[config.mk]
export PLATFORM = sky130hd
export DESIGN_NAME = mlp_conv2d_status_collector
export DESIGN_NICKNAME = d
export VERILOG_FILES = /design/src/rtl/mlp_conv2d_status_collector.sv
export SDC_FILE = /design/constraint.sdc
export NUM_CORES = 1
export LEC_CHECK = 0
export CAP_MARGIN = 20
export CORE_MARGIN = 2
export CORE_UTILIZATION = 51
export CTS_CLUSTER_SIZE = 8
export DETAILED_ROUTE_END_ITERATION = 10
export PLACE_DENSITY = 0.85
export SYNTH_ARGS = -nofsm -noshare
export SYNTH_HDL_FRONTEND = slang
export SYNTH_SLANG_ARGS = --single-unit
[constraint.sdc]
create_clock -name i_clk -period 5.6 [get_ports i_clk]
set_input_delay 0.84 -clock i_clk [delete_from_list [all_inputs] [get_ports i_clk]]
set_output_delay 0.84 -clock i_clk [all_outputs]
set_load 0.02 [all_outputs]
[src/rtl/mlp_conv2d_status_collector.sv]
// rtl/mlp_conv2d_status_collector.sv - registered done/error collector for the conv array
module mlp_conv2d_status_collector #(
  parameter int NUM_INST       = 16,
  parameter int PIPE_STAGES    = 2,
  parameter int TIMEOUT_CYCLES = 1_000_000,
  parameter int CNT_W          = 32,
  localparam int DC_W          = $clog2(NUM_INST + 1)
) (
  input  logic                i_clk,
  input  logic                i_reset,
  input  logic                i_start,
  input  logic [NUM_INST-1:0] i_conv_done,
  input  logic [NUM_INST-1:0] i_error,
  output logic                o_busy,
  output logic                o_conv_done,
  output logic                o_conv_done_oe,
  output logic                o_error,
  output logic                o_error_oe,
  output logic                o_timeout,
  output logic [NUM_INST-1:0] o_done_mask,
  output logic [NUM_INST-1:0] o_error_mask,
  output logic [DC_W-1:0]     o_done_count,
  output logic [CNT_W-1:0]    o_cycle_count
);

  localparam bit              TO_EN   = (TIMEOUT_CYCLES != 0);
  localparam logic [CNT_W-1:0] TO_LAST = TO_EN ? CNT_W'(TIMEOUT_CYCLES - 1) : '0;

  typedef enum logic [1:0] {IDLE, RUN, DONE, FAIL} state_t;

  state_t              state, state_nxt;
  logic [NUM_INST-1:0] done_pipe [PIPE_STAGES];
  logic [NUM_INST-1:0] err_pipe  [PIPE_STAGES];
  logic [NUM_INST-1:0] done_p, err_p;
  logic [NUM_INST-1:0] done_mask, done_mask_nxt;
  logic [NUM_INST-1:0] error_mask, error_mask_nxt;
  logic [CNT_W-1:0]    cycle_count, cycle_count_nxt;
  logic                timeout, timeout_nxt;
  logic [DC_W-1:0]     done_count, done_count_nxt;

  // Die-crossing register chain for the per-instance level inputs
  always_ff @(posedge i_clk) begin
    if (i_reset) begin
      for (int s = 0; s < PIPE_STAGES; s++) begin
        done_pipe[s] <= '0;
        err_pipe[s]  <= '0;
      end
    end else begin
      done_pipe[0] <= i_conv_done;
      err_pipe[0]  <= i_error;
      for (int s = 1; s < PIPE_STAGES; s++) begin
        done_pipe[s] <= done_pipe[s-1];
        err_pipe[s]  <= err_pipe[s-1];
      end
    end
  end

  assign done_p = done_pipe[PIPE_STAGES-1];
  assign err_p  = err_pipe[PIPE_STAGES-1];

  // Round FSM: mask accumulation and exit decision; counter only advances while staying in RUN
  always_comb begin
    state_nxt       = state;
    done_mask_nxt   = done_mask;
    error_mask_nxt  = error_mask;
    cycle_count_nxt = cycle_count;
    timeout_nxt     = timeout;
    case (state)
      IDLE, DONE, FAIL: begin
        if (i_start) begin
          state_nxt       = RUN;
          done_mask_nxt   = '0;
          error_mask_nxt  = '0;
          cycle_count_nxt = '0;
          timeout_nxt     = 1'b0;
        end
      end
      RUN: begin
        done_mask_nxt  = done_mask | done_p;
        error_mask_nxt = error_mask | err_p;
        if (|error_mask_nxt) begin
          state_nxt = FAIL;
        end else if (TO_EN && (cycle_count == TO_LAST)) begin
          state_nxt   = FAIL;
          timeout_nxt = 1'b1;
        end else if (&done_mask_nxt) begin
          state_nxt = DONE;
        end else if (cycle_count != '1) begin
          cycle_count_nxt = cycle_count + CNT_W'(1);
        end
      end
      default: state_nxt = IDLE;
    endcase
  end

  // Popcount of the next mask so the registered count lines up with the mask itself
  always_comb begin
    done_count_nxt = '0;
    for (int i = 0; i < NUM_INST; i++) begin
      done_count_nxt = done_count_nxt + DC_W'(done_mask_nxt[i]);
    end
  end

  // State and status registers
  always_ff @(posedge i_clk) begin
    if (i_reset) begin
      state       <= IDLE;
      done_mask   <= '0;
      error_mask  <= '0;
      cycle_count <= '0;
      timeout     <= 1'b0;
      done_count  <= '0;
    end else begin
      state       <= state_nxt;
      done_mask   <= done_mask_nxt;
      error_mask  <= error_mask_nxt;
      cycle_count <= cycle_count_nxt;
      timeout     <= timeout_nxt;
      done_count  <= done_count_nxt;
    end
  end

  assign o_busy         = (state == RUN);
  assign o_conv_done    = (state == DONE);
  assign o_error        = (state == FAIL);
  assign o_conv_done_oe = 1'b1;
  assign o_error_oe     = 1'b1;
  assign o_timeout      = timeout;
  assign o_done_mask    = done_mask;
  assign o_error_mask   = error_mask;
  assign o_done_count   = done_count;
  assign o_cycle_count  = cycle_count;

endmodule

* Word-level counts from Yosys, hierarchy flattened *
Memory sizes are Yosys's and may differ from the RTL's.
Cells that the tools add are included.

cells by class
  $add $sub $neg = 16
  equality and inequality tests = 12
  mux-type cells = 26
  bitwise logic cells = 6
  reduce and logical (&&, ||, !) cells = 7

operators with widths
  cell                                             count
  two-way mux 32 bit                               5
  two-way mux 16 bit                               6
  case mux 16 bit (2 select lines)                 2
  case mux 32 bit (2 select lines)                 1
  adder 5 x 1 -> 5 bit                             11
  adder 32 x 1 -> 32 bit, second input constant    1
  == test 32 x 20 -> 1 bit, second input constant  1
  != test 32 bit, second input constant            1
  bitwise OR 16 bit                                2
  AND reduction 16 bit                             1
  OR reduction 16 bit                              1
  two-way mux 2 bit                                4
  != test 2 bit, second input constant             4
  two-way mux 1 bit                                6
  adder 4 x 1 -> 5 bit                             1
  AND reduction 5 bit                              1
  adder 3 x 1 -> 4 bit                             1
  == test 2 bit, second input constant             2
  != test 2 x 1 -> 1 bit, second input constant    2
  != test 4 x 1 -> 1 bit, second input constant    1
  bitwise OR 1 bit                                 4
  case mux 2 bit (2 select lines)                  1
  adder 2 x 1 -> 3 bit                             1
  AND reduction 3 bit                              1
  other kinds (6)                                  6

word-level totals
  register bits after elaboration = 72
  bits in writable memories = 64
  input port bits = 35
  memories = 2

memories
  memory     depth  width  rd ports  clocked after memory_dff  wr ports  line  RTL
  done_pipe  2      16     2         0                         2         32    logic [NUM_INST-1:0] done_pipe [PIPE_STAGES];
  err_pipe   2      16     2         0                         2         33    logic [NUM_INST-1:0] err_pipe [PIPE_STAGES];

* Longest topological paths before layout *
  word-level depth = 18
  depth in mapped cells = 19

* Worst setup path before layout *
Ideal clock, no wire load.

  path kind = input port to flip-flop
  start = input port i_start
  end = register done_count[3], in the netlist o_done_count[3]
  setup time = 0.128 ns
  arrival time = 4.428 ns
  required time = 5.472 ns
  path slack = 1.044 ns
  stages on the path = 15
  path buffers = 1
  cell sequence = nand2_1 > clkbuf_1 > a22oi_1 > fa_1 > inv_1 > fa_1 > fa_1 > inv_1 > fa_1 > inv_1 > ha_1 > a21o_1 > a21oi_1 > xor2_1 > nor2_1

between the ends
  word-level cells in the longest chain between the ends = 17

RTL lines
  item                                 line  RTL
  start, declared                      11    input logic i_start,
  two-way mux 16 bit *                 70    if (i_start) begin
  case mux 16 bit (2 select lines) *   68    case (state)
  adder 1 x 1 -> 2 bit                 100   done_count_nxt = done_count_nxt + DC_W'(done_mask_nxt[i]);
  adder 2 x 1 -> 3 bit                 100
  adder 3 x 1 -> 4 bit                 100
  adder 4 x 1 -> 5 bit                 100
  adder 5 x 1 -> 5 bit (10 in series)  100
  adder 5 x 1 -> 5 bit *               100
  end signal, assigned                 119   done_count <= done_count_nxt;
  end, declared                        39    logic [DC_W-1:0] done_count, done_count_nxt;

Mark *: on every way between the ends. The rest lies on a longest branch, timed or not.
A chain may end at the register's enable or synchronous reset.

* Worst setup path after layout *
  start = input port i_start
  end = register done_count[4], in the netlist o_done_count[4]

between the ends
  elaborated cells on any way between the ends = 17
  those cells by class = add/sub (15); mux (2)

RTL lines
  item                                line  RTL
  two-way mux 16 bit                  70
  case mux 16 bit (2 select lines)    68
  named net done_mask_nxt[13]         35    logic [NUM_INST-1:0] done_mask, done_mask_nxt;
  adder 5 x 1 -> 5 bit (3 in series)  100

The timed path passes the listed nets, and every way through them passes these cells.

==> impl_metrics.env <==
export IMPL_status="finished, final reports clean"
export IMPL_maxCapViolCount=0
export IMPL_path_class="in2reg"
export IMPL_worst_hold_path_endpoint="done_pipe[0][16]"
export IMPL_clk_latency_ns=0.51
export IMPL_critPathMostFrequentCell="fa_1"
export IMPL_synth_cell_area_um2=5320
export IMPL_setup_violations=0
export IMPL_hold_path_cell_count=1
export IMPL_wl_per_cell_um=16.2
export IMPL_tightest_slew_ns=0.915
export IMPL_core_um2=10200
export IMPL_synthArstFlopShare_pct=0
export IMPL_antenna_found_initial=0
export IMPL_yosys_area_share_adder_pct=5.17
export IMPL_crit_fanout=26
export IMPL_dr_first_iter_drc_count=328
export IMPL_synth_compound_area_share_pct=13.6
export IMPL_setup_tns_ns=0
export IMPL_syn2layout_area_growth_pct=32.4
export IMPL_vias_per_cell=5.61
export IMPL_io_buffer_count=107
export IMPL_hold_viol_final=0
export IMPL_synth_area_mux_share_pct=0.376
export IMPL_crit_chain="clkdlybuf4s50_1, nand2_1, buf_4, a22o_1, fa_1, fa_1, fa_1, inv_1, fa_1, inv_1, ha_1, inv_1, fa_1, inv_1, a21oi_1, nor3b_1"
export IMPL_first_global_vias=4331
export IMPL_synth_top_family_by_area="simple AND/OR/NAND/NOR gates"
export IMPL_synth_xor_area_share_pct=0.658
export IMPL_dp_hpwl_mm=9.03
export IMPL_grt_usage_pct=23.6
export IMPL_drc_errors=0
export IMPL_drv_slew=0
export IMPL_dieHeight_um=106
export IMPL_regToRegSetupSlack_ns=1.09
export IMPL_cts_clk_slew_worst_paths_ns=0.07
export IMPL_nNetsFinal=707
export IMPL_grt_pass1_wl_mm=20.9
export IMPL_clock_path_buffers=2
export IMPL_numCtsBuffers=17
export IMPL_firstDrtPassIters=5
export IMPL_cts_sinks=136
export IMPL_ctsResizeCount=0
export IMPL_fin_crit_sh_pct=84.8
export IMPL_die_x_um=106
export IMPL_synth_seq_area_share_pct=51.2
export IMPL_n_antenna_cell=0
export IMPL_power_density_nw_per_um2=327
export IMPL_cts_max_level=4
export IMPL_cts_setup_buffers=0
export IMPL_cp_slowest_cell="clkdlybuf4s50_1"
export IMPL_slew_limit_headroom_pct=38.9
export IMPL_finClkSkew_ns=0.0101
export IMPL_synth_edf_count=0
export IMPL_die_area_um2=11300
export IMPL_synth_warnings=0
export IMPL_synth_cells=557
export IMPL_hold_start="done_pipe[0][0]"
export IMPL_rsz0062_at_grt="no"
export IMPL_synth_simple_area_share_pct=25.1
export IMPL_cts_hold_buffers=0
export IMPL_drive_above_1_share_pct=5.83
export IMPL_synthFlopType="dfxtp_1"
export IMPL_gp_congestion=0.922
export IMPL_reg2reg_from="state[0]"
export IMPL_startpoint_type="primary input"
export IMPL_reg2reg_to="o_done_count[4]"
export IMPL_rows=37
export IMPL_postRouteAntennaNets=0
export IMPL_grt_overflow_total=0
export IMPL_critPathArrivalTime_ns=5.18
export IMPL_critPathCaptureType="flip-flop"
export IMPL_avgSynthCellArea_um2=9.55
export IMPL_fin_crit_ns=4.75
export IMPL_vias=4513
export IMPL_hold_class="reg2reg"
export IMPL_critPathMaxStageDelay_ns=0.61
export IMPL_start_util_pct=52.0
export IMPL_io_pins=110
export IMPL_synth_distinct_cells=51
export IMPL_cts_root_buf="clkbuf_8"
export IMPL_irDropWorstVdd_uv=241
export IMPL_drt_total_wl_mm=13.0
export IMPL_max_freq_ghz=0.210
export IMPL_worstPathRequired_ns=6.03
export IMPL_p_leak_nw=2.70
export IMPL_power_mw=2.30
export IMPL_grt_max_degree=66
export IMPL_ys_seq_elements=136
export IMPL_reg2reg_depth=16
export IMPL_cts_tree="done"
==> synthesized netlist by cell type, types with 6 or more instances <==
master / instances / share of area (%)
or3_1: 7 / 0.82
ha_1: 6 / 1.4
nand4_1: 10 / 1.2
nor2b_1: 79 / 9.3
o21ai_0: 21 / 2.0
nor2_1: 46 / 3.2
nand3_1: 19 / 1.8
nor4_1: 13 / 1.5
a21oi_1: 19 / 1.8
inv_1: 20 / 1.4
a22oi_1: 21 / 3.0
and3_1: 8 / 0.94
nor3_1: 6 / 0.56
clkbuf_1: 26 / 1.8
a22o_1: 13 / 2.1
dfxtp_1: 136 / 51
and2_1: 6 / 0.71
fa_1: 10 / 3.8
o22ai_1: 10 / 1.2
nand2_1: 21 / 1.5
==> worst max-delay path: cells and delay by family <==
| family | cells | cell delay [ns] |
|---|---|---|
| adders and majority gates | 6 | 2.40 |
| and+or+nand+nor | 2 | 0.46 |
| buffers and inverters | 6 | 1.19 |
| AOI/OAI and AO/OA | 2 | 0.28 |
==> power breakdown <==
group	leakage [nW]	switching, mW	internal (mW)
combinational	1.30	0.105	0.0901
sequential	1.11	0.0187	1.00
clock	0.282	0.473	0.617
total	2.70	0.596	1.71
==> cells by family (layout without fill, tap and decap cells) <==
family                     count (synthesis)  count (layout)
AOI/OAI and AO/OA                        108             108
xor gates and xnor gates                   4               4
adders and majority gates                 16              16
buffers and inverters                     51             162
DFF                                      136             136
muxes                                      2               2
other                                      1               2
and+or+nand+nor                          239             239
==> how the worst max path moves through the flow <==
stage / from / endpoint / slack, ns
2_1_floorplan: i_start / o_done_count[3] / 1.04
3_3_place_gp: i_start / o_done_count[4] / 0.47
3_5_place_dp: i_start / o_done_count[4] / 0.35
4_1_cts: i_start / o_done_count[4] / 0.87
5_1_grt: i_start / o_done_count[4] / 0.67
6_report: i_start / o_done_count[4] / 0.85
==> state kept, by name (all words and copies together), names as in the netlist <==
name / flops
err_pipe: 32
o_cycle_count: 32
done_pipe: 32
state: 2
o_error_mask: 16
o_timeout: 1
o_done_mask: 16
o_done_count: 5
==> layer usage <==
| layer | track usage (%) | wire, um | up-vias |
|---|---|---|---|
| met5 | 0 | 0 | - |
| met4 | 10.7 | 250 | 0 |
| met3 | 6.19 | 1060 | 31 |
| met2 | 38.6 | 6460 | 228 |
| met1 | 29.1 | 5230 | 2110 |
| li1 | - | - | 2144 |
==> placed cells by master, fill, tap and decap left out, types with 5 or more instances in the layout <==
cell type,Yosys,routed
a21oi_1,19,19
a22o_1,13,13
fa_1,10,10
nor2b_1,79,79
or3_1,7,7
a31oi_1,5,5
a22oi_1,21,21
nor3_1,6,6
nor4_1,13,13
dfxtp_1,136,136
ha_1,6,6
clkbuf_16,0,16
nand2_1,21,21
o22ai_1,10,10
nand2b_1,5,5
o21ai_0,21,21
inv_8,0,6
and4_1,5,5
inv_1,20,20
clkdlybuf4s50_1,0,106
and2_1,6,6
and3_1,8,8
o31ai_1,5,5
nor2_1,46,46
nand3_1,19,19
nand4_1,10,10
==> through the flow <==
stage,area (um^2),hold WS (ns),setup slack [ns],instances,util (%)
after detailed placement,6450,0.420,0.353,773,63.1
final,7050,0.435,0.849,805,68.9
after floorplan,5330,0.414,1.04,558,-
after global routing,7050,0.455,0.666,805,68.9
after CTS,7050,0.436,0.873,805,68.9
after global placement,6450,0.421,0.466,773,63.1
==> final cells by class <==
class	count	area, um^2
Multi-Input combinational cell	371	2390
Inverter	20	75.1
Fill cell	720	3180
Clock inverter	15	179
Clock buffer	17	414
Timing Repair Buffer	110	1090
Tap cell	136	170
Sequential cell	136	2720
Note: power is estimated with default switching activity, not from simulation.
